[config.mk]
export PLATFORM = sky130hd
export DESIGN_NAME = hilo_md_ctrl
export DESIGN_NICKNAME = d
export VERILOG_FILES = /design/src/rtl/hilo_md_ctrl.sv
export SDC_FILE = /design/constraint.sdc
export NUM_CORES = 2
export LEC_CHECK = 0
export CAP_MARGIN = 40
export CORE_ASPECT_RATIO = 1.75
export CORE_MARGIN = 2
export CORE_UTILIZATION = 55
export CTS_BUF_LIST = sky130_fd_sc_hd__clkbuf_8
export DETAILED_ROUTE_END_ITERATION = 10
export DONT_BUFFER_PORTS = 1
export PLACE_DENSITY = 0.78
export SYNTH_ARGS = -nofsm -noshare
export SYNTH_HDL_FRONTEND = slang
export SYNTH_SLANG_ARGS = --single-unit
[constraint.sdc]
create_clock -name clk -period 16.35 [get_ports clk]
set_clock_uncertainty 0.05 [all_clocks]
set_input_delay 2.4525 -clock clk [delete_from_list [all_inputs] [get_ports clk]]
set_output_delay 2.4525 -clock clk [all_outputs]
set_load 0.01 [all_outputs]
[src/rtl/hilo_md_ctrl.sv]
// HI/LO owner and multiply/divide sequencer: 2-stage multiplier,
// restoring divider, MTHI/MTLO writes, squash handling.
module hilo_md_ctrl #(
    parameter int WIDTH     = 32,
    parameter int DIV_ITERS = 32
) (
    input  logic             clk,
    input  logic             rst,
    input  logic             EX_MDValid,
    input  logic [2:0]       EX_MDOp,
    input  logic [WIDTH-1:0] EX_A,
    input  logic [WIDTH-1:0] EX_B,
    input  logic             EX_Adv,
    input  logic             MD_Cancel,
    output logic             isbusy,
    output logic [WIDTH-1:0] HI,
    output logic [WIDTH-1:0] LO,
    output logic             MD_Done
);

    localparam int H  = WIDTH / 2;
    localparam int CW = (DIV_ITERS > 1) ? $clog2(DIV_ITERS) : 1;
    localparam logic [CW-1:0] LAST = CW'(DIV_ITERS - 1);

    localparam logic [2:0] OP_MULT  = 3'b001;
    localparam logic [2:0] OP_MULTU = 3'b010;
    localparam logic [2:0] OP_DIV   = 3'b011;
    localparam logic [2:0] OP_DIVU  = 3'b100;
    localparam logic [2:0] OP_MTHI  = 3'b101;
    localparam logic [2:0] OP_MTLO  = 3'b110;

    typedef enum logic [2:0] {
        S_IDLE,
        S_MUL0,
        S_MUL1,
        S_DIV,
        S_FIX
    } state_t;

    state_t               r_state;
    logic [WIDTH-1:0]     r_hi;
    logic [WIDTH-1:0]     r_lo;
    logic [WIDTH:0]       r_ma;
    logic [WIDTH:0]       r_mb;
    logic [2*WIDTH-1:0]   r_pl;
    logic [2*WIDTH-1:0]   r_ph;
    logic [2*WIDTH-1:0]   r_acc;
    logic [WIDTH-1:0]     r_dvs;
    logic                 r_sq;
    logic                 r_sr;
    logic [CW-1:0]        r_cnt;

    logic                 w_take;
    logic                 w_op_mul;
    logic                 w_op_div;
    logic                 w_sgn_m;
    logic                 w_sgn_d;
    logic                 w_bz;
    logic                 w_a_neg;
    logic                 w_b_neg;
    logic [WIDTH-1:0]     w_a_mag;
    logic [WIDTH-1:0]     w_b_mag;
    logic [2*WIDTH-1:0]   w_ma_x;
    logic [2*WIDTH-1:0]   w_bl_x;
    logic [2*WIDTH-1:0]   w_bh_x;
    logic [2*WIDTH-1:0]   w_prod;
    logic [WIDTH:0]       w_up;
    logic [WIDTH:0]       w_diff;
    logic                 w_ge;
    logic [2*WIDTH-1:0]   w_acc_nxt;
    logic [WIDTH-1:0]     w_quo;
    logic [WIDTH-1:0]     w_rem;

    assign w_take   = EX_MDValid & EX_Adv & ~MD_Cancel & (r_state == S_IDLE);
    assign w_op_mul = (EX_MDOp == OP_MULT) | (EX_MDOp == OP_MULTU);
    assign w_op_div = (EX_MDOp == OP_DIV) | (EX_MDOp == OP_DIVU);
    assign w_sgn_m  = (EX_MDOp == OP_MULT);
    assign w_sgn_d  = (EX_MDOp == OP_DIV);
    assign w_bz     = ~|EX_B;

    // Divide by zero keeps the raw dividend so the remainder is the original A.
    assign w_a_neg = w_sgn_d & EX_A[WIDTH-1] & ~w_bz;
    assign w_b_neg = w_sgn_d & EX_B[WIDTH-1];
    assign w_a_mag = w_a_neg ? -EX_A : EX_A;
    assign w_b_mag = w_b_neg ? -EX_B : EX_B;

    // Product split over the multiplier: low half unsigned, high half signed.
    assign w_ma_x = {{(WIDTH-1){r_ma[WIDTH]}}, r_ma};
    assign w_bl_x = {{(2*WIDTH-H){1'b0}}, r_mb[H-1:0]};
    assign w_bh_x = {{(WIDTH-1+H){r_mb[WIDTH]}}, r_mb[WIDTH:H]};
    assign w_prod = r_pl + (r_ph << H);

    assign w_up      = r_acc[2*WIDTH-1:WIDTH-1];
    assign w_diff    = w_up - {1'b0, r_dvs};
    assign w_ge      = ~w_diff[WIDTH];
    assign w_acc_nxt = w_ge ? {w_diff[WIDTH-1:0], r_acc[WIDTH-2:0], 1'b1}
                            : {r_acc[2*WIDTH-2:0], 1'b0};
    assign w_quo     = r_acc[WIDTH-1:0];
    assign w_rem     = r_acc[2*WIDTH-1:WIDTH];

    assign isbusy  = (r_state != S_IDLE) | (w_take & (w_op_mul | w_op_div));
    assign MD_Done = ((r_state == S_MUL1) | (r_state == S_FIX)) & ~MD_Cancel;
    assign HI      = r_hi;
    assign LO      = r_lo;

    always_ff @(posedge clk) begin
        if (rst) begin
            r_state <= S_IDLE;
            r_hi    <= '0;
            r_lo    <= '0;
            r_ma    <= '0;
            r_mb    <= '0;
            r_pl    <= '0;
            r_ph    <= '0;
            r_acc   <= '0;
            r_dvs   <= '0;
            r_sq    <= 1'b0;
            r_sr    <= 1'b0;
            r_cnt   <= '0;
        end else begin
            unique case (r_state)
                S_IDLE: begin
                    if (w_take) begin
                        case (EX_MDOp)
                            OP_MULT, OP_MULTU: begin
                                r_ma    <= {w_sgn_m & EX_A[WIDTH-1], EX_A};
                                r_mb    <= {w_sgn_m & EX_B[WIDTH-1], EX_B};
                                r_state <= S_MUL0;
                            end
                            OP_DIV, OP_DIVU: begin
                                r_acc   <= {{WIDTH{1'b0}}, w_a_mag};
                                r_dvs   <= w_b_mag;
                                r_sq    <= w_sgn_d & ~w_bz
                                           & (EX_A[WIDTH-1] ^ EX_B[WIDTH-1]);
                                r_sr    <= w_a_neg;
                                r_cnt   <= '0;
                                r_state <= S_DIV;
                            end
                            OP_MTHI: r_hi <= EX_A;
                            OP_MTLO: r_lo <= EX_A;
                            default: ;
                        endcase
                    end
                end
                S_MUL0: begin
                    if (MD_Cancel) begin
                        r_state <= S_IDLE;
                    end else begin
                        r_pl    <= w_ma_x * w_bl_x;
                        r_ph    <= w_ma_x * w_bh_x;
                        r_state <= S_MUL1;
                    end
                end
                S_MUL1: begin
                    if (!MD_Cancel) begin
                        r_hi <= w_prod[2*WIDTH-1:WIDTH];
                        r_lo <= w_prod[WIDTH-1:0];
                    end
                    r_state <= S_IDLE;
                end
                S_DIV: begin
                    if (MD_Cancel) begin
                        r_state <= S_IDLE;
                    end else begin
                        r_acc <= w_acc_nxt;
                        r_cnt <= r_cnt + CW'(1);
                        if (r_cnt == LAST) begin
                            r_state <= S_FIX;
                        end
                    end
                end
                S_FIX: begin
                    if (!MD_Cancel) begin
                        r_lo <= r_sq ? -w_quo : w_quo;
                        r_hi <= r_sr ? -w_rem : w_rem;
                    end
                    r_state <= S_IDLE;
                end
                default: r_state <= S_IDLE;
            endcase
        end
    end

endmodule

After elaboration in Yosys (flattened, before gate mapping)
Cells that the tools add are included.
W data, S select, Z words.
{"block": "classes", "eq_ne": 20, "bitwise": 19, "n_addsub": 7, "multipliers": 2, "reduce_logical": 14, "muxes": 29}
{"cell": "$mux W32", "n": 12}
{"cell": "$mux W64", "n": 4}
{"cell": "$pmux W32 S3", "n": 2}
{"cell": "$neg A32 Y32", "n": 4}
{"cell": "$pmux W64 S2", "n": 1}
{"cell": "$add A64 B64 Y64", "n": 1}
{"cell": "$mul A33 B17 Y50", "n": 1}
{"cell": "$mul A33 B17 Y48", "n": 1}
{"cell": "$sub A33 B32 Y33", "n": 1}
{"cell": "$reduce_or A32 Y1", "n": 1}
{"cell": "$mux W5", "n": 3}
{"cell": "$and A1 B1 Y1", "n": 12}
{"cell": "$eq A3 B2 Y1 const B", "n": 4}
{"cell": "$eq A3 B3 Y1 const B", "n": 4}
{"cell": "$pmux W5 S2", "n": 1}
{"cell": "$reduce_and A5 Y1", "n": 2}
{"cell": "$mux W3", "n": 3}
{"cell": "$pmux W3 S3", "n": 1}
{"cell": "$reduce_and A3 Y1", "n": 3}
{"cell": "$ne A2 B2 Y1 const B", "n": 4}
{"cell": "$eq A3 B1 Y1 const B", "n": 2}
{"cell": "$ne A2 B1 Y1 const B", "n": 3}
{"cell": "$pmux W3 S2", "n": 1}
{"cell": "$reduce_bool A3 Y1", "n": 2}
{"cell": "13 further kinds", "n": 18}
{"block": "totals", "regBits": 348, "input_bits": 72}

Logic depth before layout (Yosys ltp)
{"block": "depth", "depth_word": 7, "depth_mapped": 26, "depth_no_buf": 24}

Worst setup path after synthesis
No wires, ideal clock.
{"block": "synth_path", "kind": "flip-flop to flip-flop", "startpoint": "register r_ma[10]", "endpoint": "register r_pl[44]", "n_path_buf": 1, "slack_ns": 9.881, "period_less_slack_ns": 6.469, "path_stages_with_launch": 22, "t_arrival_ns": 6.297, "path_cell_list": "dfxtp_1 > clkbuf_1 > nand2_1 > fa_1 > fa_1 > fa_1 > fa_1 > inv_1 > fa_1 > inv_1 > fa_1 > inv_1 > ha_1 > nand3_1 > a211oi_1 > o211ai_1 > and3_1 > o31a_1 > a2111o_1 > and2_1 > o2111a_1 > a221o_1"}
{"block": "synth_via", "elab_chain_len": 1}
{"item": "from (decl)", "line_no": "43", "source": "logic [WIDTH:0] r_ma;"}
{"item": "from (signal assigned)", "line_no": "126", "source": "r_ma <= {w_sgn_m & EX_A[WIDTH-1], EX_A};"}
{"item": "$mul A33 B17 Y50", "line_no": "149", "source": "r_pl <= w_ma_x * w_bl_x;"}
{"item": "to (signal assigned)", "line_no": "149"}
{"item": "to (decl)", "line_no": "45", "source": "logic [2*WIDTH-1:0] r_pl;"}
No other way between the ends.
A chain may end at the register's enable or synchronous reset.

Worst setup path in the final report
{"block": "layout_path", "startpoint": "register r_ma[7]", "endpoint": "register r_pl[42]"}
The elaborated chain is that of the path after synthesis.

==> results.yml <==
logic_synthesis:
  postSynth.asyncResetShare_pct: 0
  yosysSeqAreaShare_pct: 11.8
  ys_seq_elements: 334
  avgSynthCellArea_sq_um: 8.43
  synthTopCellsByArea: "fa_1, dfxtp_1, inv_1, ha_1, nand2_1"
  synthesis.area_sq_um: 56700
  synth_cells: 6722
  synth_edf_count: 0
  synth_cell_types: 90
  synth.net_count: 8139
  synth_top_cell_by_area: "fa_1"
  synth_flop_cell: "dfxtp_1"
  yosysWarnings: 0
  synth_top_area_share_pct: 36.3
global_route:
  antenna_found_initial: 4
  grt_pass1_wl_um: 273000
  grt_start_max_net_pins: 237
  grt_pass1_vias: 50700
  grt_use_total_pct: 33.6
  grt_overflow: 0
critical_path:
  max_stage_delay_ps: 850
  endpoint_kind: "register"
  critPathSlowestCell: "dfxtp_1"
  cp_data_required_time_ps: 16890
  crit_chain: "buf_4 -> and2_1 -> fa_1 -> inv_1 -> fa_1 -> fa_1 -> fa_1 -> inv_1 -> fa_1 -> inv_1 -> fa_1 -> inv_1 -> ha_1 -> nand3_1 -> a211oi_1 -> o211ai_1 -> and3_1 -> o31a_1 -> o21ai_0 -> a31oi_1 -> o2111a_1 -> a221o_1"
  setup.worst_path.start_class: "register"
  crit_arrival_ps: 8420
  crit_type: "reg -> reg"
  cpMostUsedCell: "fa_1"
  cp_max_fo: 18
cts:
  cts_hold_buf: 0
  cts_inserted_buffers: 52
  cts.sinks: 334
  root_buffer: "clkbuf_8"
  tritoncts: "done"
  cts.repair.resized: 0
  clk_latency_ps: 710
  clk_path_buf_depth: 3
  h-tree-depth: 2
  post_cts_buffers: 0
  cts.reportedPaths.clkPinSlew_ps: 80
placement:
  gp_congestion: 0.996
  post-dp-hpwl_um: 135000
  io_buffers: 0
  dp_slack_ps: 8550
  dp.cells: 7775
worst_hold_path:
  hold_class: "reg -> reg"
drt:
  avgViaCountPerCell: 5.98
  drt_first_pass_iters: 9
  routedWlPerCell_um: 22.1
  drt-total-wl_um: 174000
  ant_nets: 0
  drt-initial-drc-count: 3376
  vias: 47100
  post-route-drc-count: 0
power_and_ir_drop:
  p_leak_nw: 28.2
  ir_worst_vdd_v: 0.0000821
  p_per_area_nw_per_um2: 32.8
sta:
  maxSlewHeadroom_pct: 24.4
  max_freq_mhz: 127
  finalSetupViolations: 0
  finalHoldViolations: 0
  rsz0062_at_grt: "no"
  period_share_pct: 48.2
  drv_slew: 0
  tightest_slew_ps: 1130
  fin_crit_ps: 7880
  fin_ws_ps: 8470
  fin_setup_tns_ps: 0
floorplanning:
  dieHeight_um: 429
  initial_core_util_pct: 55.6
  die-area_sq_um: 106000
  rows: 155
  core_area_sq_um: 102000
  io_pins: 138
  die_w_um: 247
status:
  status: "finished, final reports clean"
final_layout:
  final_cells: 7878
  finalNetCount: 7913
  areaGrowthSynthToFinish_pct: 4.09
  layout-drive-gt1-share_pct: 3.93
job:
  maxCapViolCount: 0
[cell type report]
cell class | instances | area [sq um]
clock buffer | 66 | 908
antenna | 4 | 10.0
tap | 1334 | 1670
inverter | 1195 | 4490
fill | 9101 | 43000
clock inverter | 32 | 243
multi-input combinational | 4811 | 44100
sequential | 334 | 6700
timing repair buffer | 102 | 863
[layout by cell type, fill, tap and decap left out, types with 60 or more instances in the layout]
cell type | synthesis | routed
a21o_1 | 95 | 95
a211oi_1 | 74 | 74
a21oi_1 | 350 | 347
clkbuf_8 | 0 | 66
dfxtp_1 | 334 | 325
nor2_1 | 257 | 252
fa_1 | 1027 | 1027
ha_1 | 318 | 318
buf_4 | 2 | 91
o21ai_0 | 217 | 217
nand3_1 | 61 | 60
xnor2_1 | 162 | 162
xor2_1 | 95 | 95
and2_1 | 456 | 456
nand2_1 | 1045 | 1045
inv_1 | 1193 | 1207
[critical path: cells and delay by family (launching register included)]
kind                       cells  cell delay [ps]
adders and majority gates      7             3210
AOI/OAI and AO/OA              7             2440
DFF                            1              850
and+or+nand+nor                3              620
buffers and inverters          5              600
[logic make-up after synthesis]
| group | Yosys count | synth area share (%) |
|---|---|---|
| buf+inv | 1577 | 10.5 |
| flops | 334 | 11.8 |
| fa+ha+maj | 1345 | 43.3 |
| mux | 23 | 0.415 |
| compound gates | 1097 | 12.7 |
| xor+xnor | 257 | 3.97 |
| simple gates | 2089 | 17.3 |
[per-stage QoR]
step	cell area (sq um)	power [mW]	hold slack, ps	utilization, %
finish	59000	1.94	403	57.8
floorplan	56700	1.05	379	-
detailed placement	57800	1.11	396	56.7
global route	59000	1.98	424	57.8
CTS	59000	1.94	403	57.8
global placement	57600	1.11	388	56.5
[registers in the layout, summed over array words and instances (netlist names)]
name and count:
r_pl 50, r_acc 64, r_cnt 5, r_dvs 32, r_sr 1, r_state 3, LO 32, HI 32
r_ma 33, r_ph 48, r_mb 33, r_sq 1
[report_power, final]
group          internal, mW  switching, mW  leakage, nW  total, mW
combinational        0.0935          0.166         24.8      0.259
clock                 0.416          0.420        0.648      0.836
sequential            0.826         0.0161         2.70      0.842
total                  1.34          0.602         28.2       1.94
[synth_stat cells (8+ instances only)]
library cell / number
clkbuf_1: 360
mux2i_1: 21
nand4_1: 24
a222oi_1: 32
a21boi_0: 13
nand2_1: 1045
buf_1: 15
or3_1: 25
and2_1: 456
or2_2: 11
a31oi_1: 23
xnor2_1: 162
o211ai_1: 19
and3_1: 32
a21oi_1: 350
o21ai_0: 217
nor2b_1: 18
a22oi_1: 18
nand2b_1: 29
dfxtp_1: 334
o21a_1: 24
inv_1: 1193
nand3_1: 61
o41ai_1: 19
nor3_1: 56
or4_1: 18
nor2_1: 257
ha_1: 318
a221oi_1: 30
a31o_2: 8
nor4_1: 13
a32oi_1: 10
o21bai_1: 23
fa_1: 1027
xor2_1: 95
a21o_1: 95
a211oi_1: 74
a41oi_1: 8
o31ai_1: 47
nand3b_1: 14
[path summary, 6_finish.rpt]
check,slack [ps],to,depth (start not counted),from
max,8470,r_pl[42],22,r_ma[7]
min,400,r_dvs[22],2,r_dvs[22]
max reg2reg,8470,r_pl[42],22,r_ma[7]
min reg2reg,400,r_dvs[22],2,r_dvs[22]
[routing by layer]
metal | up-vias | GRT usage [%] | routed length, um
li1 | 20600 | - | -
met1 | 23400 | 35.0 | 56400
met2 | 2266 | 58.5 | 87300
met3 | 818 | 6.38 | 13800
met4 | 6 | 26.8 | 16300
met5 | - | 0 | 37
No activity file was read; power rests on OpenSTA's default activity.
